$ cat src/rtl/bsg_core_arbiter.sv
// rtl/bsg_core_arbiter.sv - round-robin arbiter sharing one bsg_control_core among N requesters
// Optional watchdog enabled by defining BSG_CORE_ARB_WDOG_EN.
module bsg_core_arbiter #(
  parameter int unsigned N           = 4,
  parameter int unsigned MAX_HOLD    = 8,
  parameter int unsigned WDOG_CYCLES = 32
) (
  input  logic                 clk,
  input  logic                 reset_n,
  input  logic [N-1:0]         req,
  input  logic [N-1:0]         step,
  input  logic [1:0]           core_state,
  output logic                 core_in,
  output logic                 core_reset,
  output logic [N-1:0]         gnt,
  output logic [$clog2(N)-1:0] gnt_id,
  output logic                 busy,
  output logic                 wdog_err
);

  localparam int unsigned IW       = $clog2(N);
  localparam logic [7:0]  HOLD_MAX = 8'(MAX_HOLD);

  typedef enum logic [1:0] {
    IDLE  = 2'd0,
    SETUP = 2'd1,
    GRANT = 2'd2,
    DRAIN = 2'd3
  } state_e;

  state_e         state_q;
  state_e         state_d;
  logic [IW-1:0]  rr_q;
  logic [IW-1:0]  win_id;
  logic [IW-1:0]  cand;
  logic           win_found;
  logic [N-1:0]   own_mask;
  logic           other_req;
  logic [7:0]     hold_q;
  logic [7:0]     hold_now;
  logic           preempt;
  logic           wdog_fire;
  logic [N-1:0]   gnt_d;
  logic           core_in_d;
  logic           core_reset_d;
  logic           busy_d;

  // Scan cyclically starting just after the last owner.
  always_comb begin
    win_found = 1'b0;
    win_id    = rr_q;
    cand      = rr_q;
    for (int k = 1; k <= int'(N); k++) begin
      cand = IW'((int'(rr_q) + k) % int'(N));
      if (!win_found && req[cand]) begin
        win_found = 1'b1;
        win_id    = cand;
      end
    end
  end

  assign own_mask  = {{(N-1){1'b0}}, 1'b1} << gnt_id;
  assign other_req = |(req & ~own_mask);

  // hold_now counts GRANT cycles including the current one.
  assign hold_now = (hold_q >= HOLD_MAX) ? HOLD_MAX : hold_q + 8'd1;
  assign preempt  = (hold_now == HOLD_MAX) && other_req;

`ifdef BSG_CORE_ARB_WDOG_EN
  localparam logic [7:0] WDOG_MAX = 8'(WDOG_CYCLES);
  logic [7:0] wdog_q;

  assign wdog_fire = (state_q == GRANT) && (core_state != 2'b11) &&
                     (wdog_q >= WDOG_MAX - 8'd1);

  always_ff @(posedge clk or negedge reset_n) begin
    if (!reset_n) begin
      wdog_q   <= 8'd0;
      wdog_err <= 1'b0;
    end else begin
      if (state_q == SETUP) begin
        wdog_q <= 8'd0;
      end else if (state_q == GRANT) begin
        wdog_q <= (core_state == 2'b11) ? 8'd0 : wdog_q + 8'd1;
      end
      if (wdog_fire) begin
        wdog_err <= 1'b1;
      end
    end
  end
`else
  logic unused_wdog;
  assign unused_wdog = ^{core_state, 8'(WDOG_CYCLES)};
  assign wdog_fire   = 1'b0;
  assign wdog_err    = 1'b0;
`endif

  always_ff @(posedge clk or negedge reset_n) begin
    if (!reset_n) begin
      state_q <= IDLE;
    end else begin
      state_q <= state_d;
    end
  end

  always_comb begin
    state_d = state_q;
    case (state_q)
      IDLE:    if (win_found) state_d = SETUP;
      SETUP:   state_d = GRANT;
      GRANT:   if (!req[gnt_id] || preempt || wdog_fire) state_d = DRAIN;
      DRAIN:   state_d = IDLE;
      default: state_d = IDLE;
    endcase
  end

  // Outputs are decoded from the next state so the registers line up with the FSM.
  always_comb begin
    gnt_d        = '0;
    core_in_d    = 1'b0;
    core_reset_d = 1'b0;
    busy_d       = (state_d != IDLE);
    case (state_d)
      SETUP, DRAIN: core_reset_d = 1'b1;
      GRANT: begin
        gnt_d     = own_mask;
        core_in_d = step[gnt_id];
      end
      default: ;
    endcase
  end

  always_ff @(posedge clk or negedge reset_n) begin
    if (!reset_n) begin
      rr_q       <= IW'(N - 1);
      gnt_id     <= '0;
      hold_q     <= 8'd0;
      gnt        <= '0;
      core_in    <= 1'b0;
      core_reset <= 1'b1;
      busy       <= 1'b0;
    end else begin
      if (state_q == IDLE && win_found) begin
        gnt_id <= win_id;
        rr_q   <= win_id;
      end
      if (state_q == SETUP) begin
        hold_q <= 8'd0;
      end else if (state_q == GRANT) begin
        hold_q <= hold_now;
      end
      gnt        <= gnt_d;
      core_in    <= core_in_d;
      core_reset <= core_reset_d;
      busy       <= busy_d;
    end
  end

endmodule

$ cat config.mk
export PLATFORM = sky130hd
export DESIGN_NAME = bsg_core_arbiter
export DESIGN_NICKNAME = d
export VERILOG_FILES = /design/src/rtl/bsg_core_arbiter.sv
export SDC_FILE = /design/constraint.sdc
export NUM_CORES = 1
export LEC_CHECK = 0
export ABC_AREA = 1
export CAP_MARGIN = 15
export CORE_MARGIN = 2
export CORE_UTILIZATION = 45
export CTS_CLUSTER_SIZE = 16
export DETAILED_ROUTE_END_ITERATION = 7
export PLACE_DENSITY = 0.73
export REMOVE_ABC_BUFFERS = 1
export SLEW_MARGIN = 10
export SYNTH_ARGS = -nofsm -noshare
export SYNTH_HDL_FRONTEND = slang
export SYNTH_SLANG_ARGS = --single-unit
$ cat constraint.sdc
create_clock -name clk -period 1.55 [get_ports clk]
set_input_delay 0.31 -clock clk [delete_from_list [all_inputs] [get_ports clk]]
set_output_delay 0.31 -clock clk [all_outputs]
set_load 0.02 [all_outputs]
==> flow_summary.yaml <==
cts:
  clk_latency_ns: 0.30
  numCtsBuffers: 3
  cts_tree: "yes"
  cts_root_buf: "clkbuf_4"
  ctsHoldBuffers: 0
  cts_max_level: 1
  cts_max_path_buffers: 2
  path_clk_slew_ns: 0.12
  cts.sinks: 21
global_route:
  grt_antenna_before_repair: 0
  grt_pass1_wl_um: 4280
  grt.total_usage_pct: 17.1
  grt_overflow: 0
  grt_pass1_vias: 1013
  grt_max_degree: 22
job:
  cap_viol_max_count: 0
sta:
  setup_ws_ns: -0.0583
  rsz0062_at_grt: "true"
  finalMaxSlewViolations: 0
  hold_ws_ns: 0.337
  post-route-min-period_ns: 1.61
  setup_violations: 8
  fin_crit_sh_pct: 104
  tns_ns: -0.313
  skew_ns: 0.00675
  clock.fmax_mhz: 622
  hold_viol_final: 0
yosys:
  ys.flop_type: "dfrtp_1"
  yosys_warnings: 0
  ys_seq_elements: 21
  yosys.cell_count.top_type: "nand2_1"
  seq_area_frac_synth_pct: 43.3
  avgSynthCellArea_um2: 7.73
  async_reset_ff_share_pct: 100
  syn_area_mm2: 0.00122
  synth.area.top_cells: "dfrtp_1, nand2_1, dfstp_2, inv_1, ha_1"
  synth.distinct_cells: 27
  synthTopCellsByCount: "nand2_1, inv_1, dfrtp_1"
  synth-edff-count: 0
  synth_top_area_share_pct: 36.9
  yosys.area.top_type: "dfrtp_1"
  syn_inst: 158
power_and_ir_drop:
  power.density_mw_per_mm2: 2120
  ir_worst_vdd_mv: 1.34
  p_leak_nw: 0.915
  total_power_mw: 3.54
finish:
  final_util_pct: 66.1
  drive_above_1_share_pct: 30.9
  fin_nets: 212
  design_area_mm2: 0.00167
  num_antenna_cells: 0
  finalNonFillerCells: 224
  areaGrowthSynthToFinish_pct: 36.6
route:
  viasPerCell: 5.04
  wl_um: 2760
  ant_nets: 0
  drt_pass1_iterations: 4
  drtIter0Drc: 27
  vias: 1129
  wire_per_inst_um: 12.3
  route.detailed.drc: 0
outcome:
  status: "complete, but fails checks"
  violations: "negative setup slack"
placement:
  globalplace.congestion: 0.886
  placed_area_mm2: 0.00151
  dp_hpwl_um: 1920
  numPortBuffers: 18
  dp_slack_ns: -0.222
  dp_cells: 213
critical_path:
  crit_path_end_kind: "flop"
  r2r_start: "rr_q[0]"
  cp.arrival_ns: 1.85
  rr_worst_depth: 9
  start_kind: "flop"
  path_class: "reg -> reg"
  critPathRequiredTime_ns: 1.79
  reg2reg_setup_slack_ns: -0.06
  critPathMaxFanout: 8
  reg2reg_to: "gnt[3]"
floorplanning:
  core_mm2: 0.00252
  pin_count: 22
  die_y_um: 56.1
  floorplan.die_area_mm2: 0.00315
  start_util_pct: 48.4
  die_width_um: 56.1
  num_rows: 18
hold_path:
  hold_class: "in -> async"
==> layout by cell type, fill, tap and decap left out, drive strengths merged <==
master / instances
a21oi: 2
dfstp: 3
clkinv: 2
inv: 24
o21ai: 8
dlymetal6s2s: 3
clkdlybuf4s50: 9
nand3: 10
o2111ai: 1
buf: 17
a22o: 1
o32ai: 1
o211ai: 1
dlygate4sd2: 6
conb: 1
ha: 5
a221oi: 1
nor2: 17
clkbuf: 3
nand4: 4
nand2: 57
dfrtp: 18
==> cell type report <==
| cell class | instances | area (µm²) |
|---|---|---|
| clock inverters | 1 | 5.00 |
| fillers | 220 | 855 |
| clock buffers | 3 | 22.5 |
| multi-input cells | 109 | 648 |
| repair buffers | 35 | 324 |
| well taps | 30 | 37.5 |
| flip-flops and latches | 21 | 529 |
| inverters | 25 | 101 |
==> layer usage <==
metal / GRT usage [%] / routed length [µm]
met5: 0 / 0
met4: 5.78 / 47
met3: 3.02 / 105
met2: 29.1 / 1370
met1: 21.8 / 1230
==> critical path: stages (launching register included) <==
cell     delay [ns]
dfstp_2        0.62
buf_12         0.14
nand2_1        0.07
nand3_2        0.08
nand2_2        0.06
nor2_4         0.14
nand4_2        0.10
nand2_2        0.12
nand3_4        0.11
nor2_2         0.10
==> state kept, by name, indices dropped and copies added, names as in the netlist <==
| name | count |
|---|---|
| core_in | 1 |
| hold_q | 8 |
| state_q | 2 |
| gnt | 4 |
| gnt_id | 2 |
| core_reset | 1 |
| rr_q | 2 |
| busy | 1 |
==> power by group <==
part / internal, mW / switching [mW] / total (mW)
Sequential: 0.781 / 0.169 / 0.950
Combinational: 0.953 / 1.38 / 2.33
Clock: 0.0962 / 0.162 / 0.258
Total: 1.83 / 1.71 / 3.54
==> worst max path at each step <==
stage                 start         to  slack (ns)  cells past startpoint
finish              rr_q[0]     gnt[3]       -0.06                      9
global route        rr_q[1]     gnt[1]       -0.15                     10
CTS                 rr_q[0]     gnt[3]       -0.02                      9
detailed placement   req[0]  gnt_id[0]       -0.22                     11
global placement     req[0]  gnt_id[0]       -0.18                     11
floorplan           rr_q[0]  gnt_id[0]        0.05                     11
==> repair_timing <==
| action | in CTS | in global routing |
|---|---|---|
| resized for setup | 18 | 16 |
| pin swaps | 0 | 3 |
| setup buffers | 2 | 5 |
| endpoints found under the setup margin | 16 | 16 |
==> logic make-up (layout without fill, tap and decap cells) <==
kind of cell	Yosys count	count (layout)	synth area share (%)
AND/OR/NAND/NOR	88	88	34.3
buffers and inverters	28	64	9.32
other	1	1	0.307
adder cells (fa/ha/maj)	5	5	5.12
flip-flops	21	21	43.3
AO/OA/AOI/OAI	15	15	7.58
(Power assumes the default switching activity.)
